`src/rtl/tdm_mux_4to1_rr.sv`:
```
// tdm_mux_4to1_rr: round-robin 4-to-1 valid/ready gatherer with a one-word output register tagged by source channel
module tdm_mux_4to1_rr #(
    parameter int W = 1
) (
    input  logic           clk,
    input  logic           rst_n,
    input  logic [3:0]     in_valid,
    input  logic [4*W-1:0] in_data,
    output logic [3:0]     in_ready,
    output logic           out_valid,
    output logic [W-1:0]   out_data,
    output logic [1:0]     out_sel,
    input  logic           out_ready
);
    typedef enum logic {EMPTY, FULL} state_t;
    state_t         state_q, state_d;
    logic [1:0]     ptr_q, ptr_d, sel_q, sel_d, off, g;
    logic [W-1:0]   data_q, data_d;
    logic [3:0]     rot;
    logic           load, grant;
    always_comb begin
        rot      = 4'({in_valid, in_valid} >> ptr_q);
        off      = rot[0] ? 2'd0 : rot[1] ? 2'd1 : rot[2] ? 2'd2 : 2'd3;
        g        = ptr_q + off;
        load     = (state_q == EMPTY) | out_ready;
        grant    = load & rst_n & (|in_valid);
        in_ready = grant ? 4'(1) << g : 4'b0;
        data_d   = grant ? in_data[g*W +: W] : data_q;
        sel_d    = grant ? g : sel_q;
        ptr_d    = grant ? g + 2'd1 : ptr_q;
        state_d  = grant ? FULL : out_ready ? EMPTY : state_q;
    end
    always_ff @(posedge clk) begin
        if (!rst_n) begin
            state_q <= EMPTY;
            ptr_q   <= 2'd0;
            sel_q   <= 2'd0;
            data_q  <= '0;
        end else begin
            state_q <= state_d;
            ptr_q   <= ptr_d;
            sel_q   <= sel_d;
            data_q  <= data_d;
        end
    end
    assign out_valid = (state_q == FULL);
    assign out_data  = data_q;
    assign out_sel   = sel_q;
endmodule

```
`config.mk`:
```
export PLATFORM = sky130hd
export DESIGN_NAME = tdm_mux_4to1_rr
export DESIGN_NICKNAME = d
export VERILOG_FILES = /design/src/rtl/tdm_mux_4to1_rr.sv
export SDC_FILE = /design/constraint.sdc
export NUM_CORES = 1
export LEC_CHECK = 0
export BUFFER_PORTS_ARGS = -buffer_cell sky130_fd_sc_hd__buf_2
export CORE_AREA = 2 2 39 41
export DETAILED_ROUTE_END_ITERATION = 7
export DIE_AREA = 0 0 41 43
export GPL_TIMING_DRIVEN = 0
export PLACE_DENSITY = 0.64
export SLEW_MARGIN = 10
export SYNTH_ARGS = -nofsm -noshare
export SYNTH_HDL_FRONTEND = slang
export SYNTH_SLANG_ARGS = --single-unit
```
`constraint.sdc`:
```
create_clock -name clk -period 3 [get_ports clk]
set_input_delay 0.45 -clock clk [delete_from_list [all_inputs] [get_ports clk]]
set_output_delay 0.45 -clock clk [all_outputs]
set_load 0.02 [all_outputs]
```
==> summary.txt, run 1 <==
Detailed routing
  • Drt initial violations: 14
  • Vias per cell: 5.319
  • DRC: 0
  • Met2 wire len: 511 um
  • Drt wl/cell: 11.89 um
  • Vias: 484
  • Detail Route Antenna Nets: 0
  • Top sig layer: met3
  • Routed WL: 1.082 mm
  • Met3 Wirelength: 70 um
  • WL met1: 500 um
  • 1st-pass router iterations: 4

Clock network
  • CTS tree: done
  • CTS Buffer Depth: 2
  • H-tree depth: 1
  • Post-CTS Setup Bufs: 0
  • Clock-pin slew on the worst setup and hold paths: 0.05 ns
  • Clock sinks: 6
  • Root Buffer Master: clkbuf_4
  • Clock insertion delay at the later pin of the skew report: 0.24 ns
  • CTS Buf Count: 3

Die
  • DIE AREA: 1763 um^2
  • Initial Util: 34.36%
  • Die width: 41 um
  • Core area: 1384 um^2
  • Row cnt: 14
  • Die height: 43 um
  • Ports: 19

Logic synthesis
  • Area of the mapped netlist: 475.5 um^2
  • Asr flop ratio synth: 0%
  • Post-Syn Nets: 66
  • Top FF cell, synth: dfxtp_1
  • Syn avg cell area: 8.805 um^2
  • EDFF count, synth: 0
  • Synth warn: 0
  • FF+latch count, synth: 6
  • Syn Inst Count: 54
  • Unique masters post-synth: 30
  • Register area share after synthesis: 25.26%

Placement
  • Final GP Congestion: 0.6409
  • Detailed Place HPWL: 818.6 um
  • Placed Area: 585.6 um^2
  • Port buffer count: 18
  • Placed instance count: 88

Critical path
  • Crit path capture type: primary output
  • Critical setup path kind: reg -> out
  • Required time worst endpoint: 2.55 ns
  • CP Max Fanout: 10
  • Worst R2R Start: ptr_q[1]
  • CP Launch Type: register
  • Worst R2R Path Depth: 11
  • FF-to-FF End: out_data
  • Arr. time, crit path: 2.29 ns
  • Reg2reg setup slack: 0.69 ns

STA
  • Clock skew: 0.0004461 ns
  • Hold Worst Slack: 0.4607 ns
  • Worst relative slew slack: 74.84%
  • Slew @ Worst Pin: 0.3774 ns
  • Setup Viol. Count Final: 0
  • Pins over their slew limit: 0
  • Final Hold Viols: 0
  • F_max: 364.5 MHz
  • Setup total negative slack: 0 ns
  • Unrepaired setup endpoints after global routing: false
  • Final min period: 2.744 ns
  • Period utilization: 91.45%

Pwr
  • Clock share of power: 20.9%
  • Peak supply drop: 0.3191 mV
  • LEAKAGE: 0.2861 nW
  • Pwr Density: 576.6 nW/um^2
  • Comb power frac: 50.7%
  • Pwr Total: 0.3535 mW
  • Net switching power: 0.1323 mW
  • Switching share of power: 37.43%
  • Int Power: 0.2212 mW
  • Seq pwr share: 28.4%

Hold path
  • Hold Path Class: reg -> reg
  • HP Start: out_sel[0]
  • WHS Endpoint: out_sel[0]
  • Hold depth: 2

Layout
  • Proportion of layout cells with a drive suffix above 1: 40.00%
  • Fillcell total: 145
  • Post-route cell area: 613.1 um^2
  • Final nets: 89
  • Area growth from synthesis to layout: 28.95%
  • Antenna Cells: 0
  • Cell Count, Final, Fillers Out: 91

GRT
  • Global route overflow: 0
  • Largest net degree at the start of global routing: 11
  • Antenna violations before repair: 0
  • Global-route wire length before repair: 1.669 mm
  • GRT Overall Usage: 13.80%
  • Vias in the first global route: 436

Flow run
  • Max_cap viols: 0

Run status
  • Status: completed
[routing by layer]
metal	vias up	global-route usage (%)
li1	245	-
met1	220	15.91
met2	19	22.81
met3	0	3.141
met4	0	6.000
met5	-	0
[state kept, by name, summed over array words and instances, names as in the netlist]
signal     count
out_valid      1
ptr_q          2
out_data       1
out_sel        2
[cell type report]
type	instances	area [um^2]	share of cell area (%)
multi-input cells	45	340.3	55.51
flip-flops and latches	6	120.1	19.59
repair buffers	18	90.09	14.69
clock buffers	3	22.52	3.673
plain buffers	3	20.02	3.265
well taps	16	20.02	3.265
[worst max path at each step]
| stage | start | end | depth (start not counted) |
|---|---|---|---|
| after floorplan | in_valid[2] | in_ready[0] | 9 |
| after global placement | in_valid[2] | in_ready[2] | 11 |
| after detailed placement | in_valid[2] | in_ready[1] | 11 |
| after CTS | ptr_q[1] | in_ready[2] | 10 |
| after global routing | ptr_q[1] | in_ready[2] | 10 |
| final | ptr_q[1] | in_ready[1] | 11 |
[synth_stat cells, types with 2 or more instances]
master,count,share of area [%]
nor2b_1,4,5.3
a21oi_1,3,3.2
nor3b_1,3,4.7
nand2b_1,2,2.6
a21boi_0,2,3.2
nand2_1,5,3.9
and3_1,2,2.6
dfxtp_1,6,25
or3_1,2,2.6
o21ai_0,3,3.2
nor2_1,3,2.4
[metrics by stage]
step / setup slack, ns / utilization, %
floorplan: 0.5038 / -
global placement: 0.3855 / 42.31
detailed placement: 0.3530 / 42.31
CTS: 0.1442 / 43.94
global route: 0.05086 / 44.30
finish: 0.2565 / 44.30
[power groups by stage]
stage / Clock (mW) / Sequential [mW] / Combinational (mW)
final: 0.0739 / 0.101 / 0.179
after global routing: 0.0806 / 0.102 / 0.195
after CTS: 0.0762 / 0.101 / 0.177
after detailed placement: 0 / 0.102 / 0.176
after global placement: 0 / 0.102 / 0.174
after floorplan: 0 / 0.111 / 0.124
[critical path: stages, from the launching register on]
cell and delay, ns:
dfxtp_1 0.33, clkbuf_2 0.21, nor2b_1 0.08, nor2b_1 0.12, nor2_1 0.05, a21oi_1 0.16, nand2_1 0.08, ha_1 0.19
a21boi_1 0.15, a32oi_4 0.29, and3_4 0.24, buf_2 0.16
[layout by cell type (no fill, tap or decap)]
master / netlist / final
a21boi_0: 2 / 1
dfxtp_1: 6 / 6
a32o_1: 1 / 1
clkbuf_1: 1 / 1
or4_4: 1 / 1
nand2_1: 5 / 5
nand3_1: 1 / 1
and3_1: 2 / 2
nor2_1: 3 / 3
a211oi_1: 1 / 1
and3b_1: 1 / 1
buf_2: 0 / 18
clkbuf_4: 0 / 3
clkbuf_2: 1 / 1
o21bai_1: 1 / 1
nor3_2: 0 / 1
nor2b_1: 4 / 4
or3_1: 2 / 2
o211a_1: 1 / 1
mux4_2: 1 / 1
ha_1: 1 / 1
and2b_2: 1 / 1
nor3b_1: 3 / 3
o21ai_0: 3 / 3
a21oi_1: 3 / 3
and3_4: 1 / 1
nor4b_1: 1 / 1
a21o_2: 1 / 1
a21boi_1: 0 / 1
a32oi_4: 1 / 1
a311o_1: 1 / 1
nand2b_1: 2 / 2
buf_6: 1 / 1
[kinds of logic after synthesis]
family,share of synthesized area [%]
adder cells (fa/ha/maj),2.631
flip-flops,25.26
AO/OA/AOI/OAI,26.58
AND/OR/NAND/NOR,36.58
multiplexers,4.737
buffers and inverters,4.209
[timing repair]
item,4_1_cts,5_1_grt
hold buffers,0,0
setup endpoints to repair,0,1
hold endpoints to repair,0,0
gates resized for setup,0,2
(Power assumes the default switching activity.)
==> run 2: changes to the inputs <==
CORE_AREA = 3 3 40 42   (was 2 2 39 41)
DIE_AREA = 0 0 43 45   (was 0 0 41 43)
SETUP_SLACK_MARGIN = 0.2   (was default)
==> summary.txt, run 2 (synthesis gave the netlist of run 1 again) <==
Die
  • DIE AREA: 1935 um^2 (was 1763 um^2)
  • Row cnt: 13 (was 14)
  • Initial Util: 37.00% (was 34.36%)
  • Ports: 19 (unchanged)
  • Die height: 45 um (was 43 um)
  • Die width: 43 um (was 41 um)
  • Core area: 1285 um^2 (was 1384 um^2)

STA
  • Final min period: 2.623 ns (was 2.744 ns)
  • F_max: 381.3 MHz (was 364.5 MHz)
  • Worst relative slew slack: 78.21% (was 74.84%)
  • Final Hold Viols: 0 (unchanged)
  • Pins over their slew limit: 0 (unchanged)
  • Unrepaired setup endpoints after global routing: false (unchanged)
  • Clock skew: 0.001998 ns (was 0.0004461 ns)
  • Hold Worst Slack: 0.4623 ns (was 0.4607 ns)
  • Setup Viol. Count Final: 0 (unchanged)
  • Setup total negative slack: 0 ns (unchanged)
  • Slew @ Worst Pin: 0.3234 ns (was 0.3774 ns)
  • Period utilization: 87.42% (was 91.45%)

Pwr
  • Net switching power: 0.1336 mW (was 0.1323 mW)
  • Peak supply drop: 0.4092 mV (was 0.3191 mV)
  • Switching share of power: 37.05% (was 37.43%)
  • Comb power frac: 51.7% (was 50.7%)
  • Pwr Density: 574.1 nW/um^2 (was 576.6 nW/um^2)
  • LEAKAGE: 0.2933 nW (was 0.2861 nW)
  • Seq pwr share: 27.9% (was 28.4%)
  • Pwr Total: 0.3606 mW (was 0.3535 mW)
  • Int Power: 0.2270 mW (was 0.2212 mW)
  • Clock share of power: 20.5% (was 20.9%)

GRT
  • Largest net degree at the start of global routing: 11 (unchanged)
  • GRT Overall Usage: 12.82% (was 13.80%)
  • Global route overflow: 0 (unchanged)
  • Global-route wire length before repair: 1.863 mm (was 1.669 mm)
  • Vias in the first global route: 459 (was 436)
  • Antenna violations before repair: 0 (unchanged)

Layout
  • Antenna Cells: 0 (unchanged)
  • Register area: 120.1 um^2 (unchanged)
  • Multi-input logic area: 350.3 um^2 (was 340.3 um^2)
  • Final core occ: 48.88% (was 44.30%)
  • Commonest non-fill, non-tap cell in the layout: buf_2 (unchanged)
  • Proportion of layout cells with a drive suffix above 1: 44.00% (was 40.00%)
  • Fillcell total: 138 (was 145)
  • Area growth from synthesis to layout: 32.11% (was 28.95%)
  • Post-route cell area: 628.1 um^2 (was 613.1 um^2)
  • Final nets: 89 (unchanged)
  • Most frequent cells in the layout: buf_2 (17), dfxtp_1 (6), nand2_1 (5) (was buf_2 (18), dfxtp_1 (6), nand2_1 (5))

Detailed routing
  • DRC: 0 (unchanged)
  • Vias per cell: 5.222 (was 5.319)
  • Vias: 470 (was 484)
  • 1st-pass router iterations: 3 (was 4)
  • Routed WL: 1.062 mm (was 1.082 mm)
  • Detail Route Antenna Nets: 0 (unchanged)
  • Drt initial violations: 10 (was 14)
  • Drt wl/cell: 11.80 um (was 11.89 um)

Critical path
  • Crit path capture: in_ready[1] (unchanged)
  • Arr. time, crit path: 2.17 ns (was 2.29 ns)
  • Largest stage delay on the critical path: 0.33 ns (about the same)
  • Crit path capture type: primary output (unchanged)
  • Slowest CP cell: dfxtp_1 (unchanged)
  • Required time worst endpoint: 2.55 ns (about the same)
  • FF-to-FF End: out_data (unchanged)
  • Crit path top cell by count: nor2b_1 (unchanged)
  • Critical setup path kind: reg -> out (unchanged)
  • CP Launch Type: register (unchanged)
  • Crit-path cells: buf_4 > nor2b_1 > nor2b_1 > nor2_1 > a21oi_1 > nand2_1 > ha_1 > a21boi_1 > a32oi_4 > and3_4 > buf_2 (was clkbuf_2 > nor2b_1 > nor2b_1 > nor2_1 > a21oi_1 > nand2_1 > ha_1 > a21boi_1 > a32oi_4 > and3_4 > buf_2)
  • Reg2reg setup slack: 0.78 ns (was 0.69 ns)
  • Worst R2R Path Depth: 9 (was 11)
  • CP Max Fanout: 10 (unchanged)
  • Worst setup startpoint: ptr_q[1] (unchanged)
  • Worst R2R Start: ptr_q[1] (unchanged)

Clock network
  • CTS Buffer Depth: 2 (unchanged)
  • Clock sinks: 6 (unchanged)
  • CTS Buf Count: 3 (unchanged)
  • Root Buffer Master: clkbuf_4 (unchanged)
  • H-tree depth: 1 (unchanged)
  • Clock insertion delay at the later pin of the skew report: 0.24 ns (about the same)
  • Clock-pin slew on the worst setup and hold paths: 0.05 ns (about the same)
  • CTS tree: done (unchanged)

Placement
  • Final GP Congestion: 0.7243 (was 0.6409)
  • Placed Area: 584.3 um^2 (was 585.6 um^2)
  • Port buffer count: 18 (unchanged)
  • Detailed Place HPWL: 788.4 um (was 818.6 um)

Hold path
  • Hold Path Class: reg -> reg (unchanged)

Run status
  • Status: completed (unchanged)

Flow run
  • Max_cap viols: 0 (unchanged)
-- run 2: cell count changes in the layout (fill, tap and decap cells not counted), sizes merged --
cell	before	now
buf	19	20
clkbuf	5	4
-- run 2: how the worst min path moves through the flow --
stage                    start    endpoint  depth (start not counted)
global placement    out_sel[0]  out_sel[0]                          2
floorplan           out_sel[0]  out_sel[0]                          2
CTS                 out_sel[0]  out_sel[0]                          2
global route             rst_n  out_sel[1]                          2
finish              out_sel[0]  out_sel[0]                          2
detailed placement  out_sel[0]  out_sel[0]                          2
-- run 2: layout make-up --
| type | count | share of cell area (%) |
|---|---|---|
| Clock buffer | 3 | 3.586 |
| Tap cell | 15 | 2.988 |
| Multi-Input combinational cell | 45 | 55.78 |
| Sequential cell | 6 | 19.12 |
| Buffer | 3 | 3.785 |
| Timing Repair Buffer | 18 | 14.74 |
-- run 2: per-layer routing --
| metal | vias to the layer above | wire length [um] | GRT usage [%] |
|---|---|---|---|
| met4 | 0 | 0 | 1.807 |
| met1 | 207 | 507 | 15.90 |
| met2 | 15 | 480 | 20.96 |
| met5 | - | 0 | 0 |
| met3 | 0 | 74 | 5.976 |
| li1 | 248 | - | - |
-- run 2: repair_timing --
item	in CTS	in global routing
resized for setup	1	9
hold buffers	0	0
pin swaps	0	2
setup endpoints to repair	1	3
buffers inserted	0	0
-- run 2: critical path: cells and delay by family, from the launching register on --
| family | cells | cell delay [ns] |
|---|---|---|
| flops | 1 | 0.33 |
| simple gates | 5 | 0.52 |
| buf+inv | 2 | 0.32 |
| fa+ha+maj | 1 | 0.19 |
| compound gates | 3 | 0.57 |
-- run 2: metrics by stage --
step / setup WS (ns) / instances
after floorplan: 0.5038 / 54
after global placement: 0.3876 / 87
after detailed placement: 0.4079 / 87
after CTS: 0.2483 / 90
after global routing: 0.2041 / 90
final: 0.3773 / 90
-- run 2: power by group through the flow --
stage	Clock (mW)	Combinational [mW]	Sequential (mW)
global route	0.0828	0.206	0.102
CTS	0.0781	0.178	0.101
finish	0.0738	0.186	0.100
detailed placement	0	0.177	0.102
global placement	0	0.175	0.101
floorplan	0	0.124	0.111
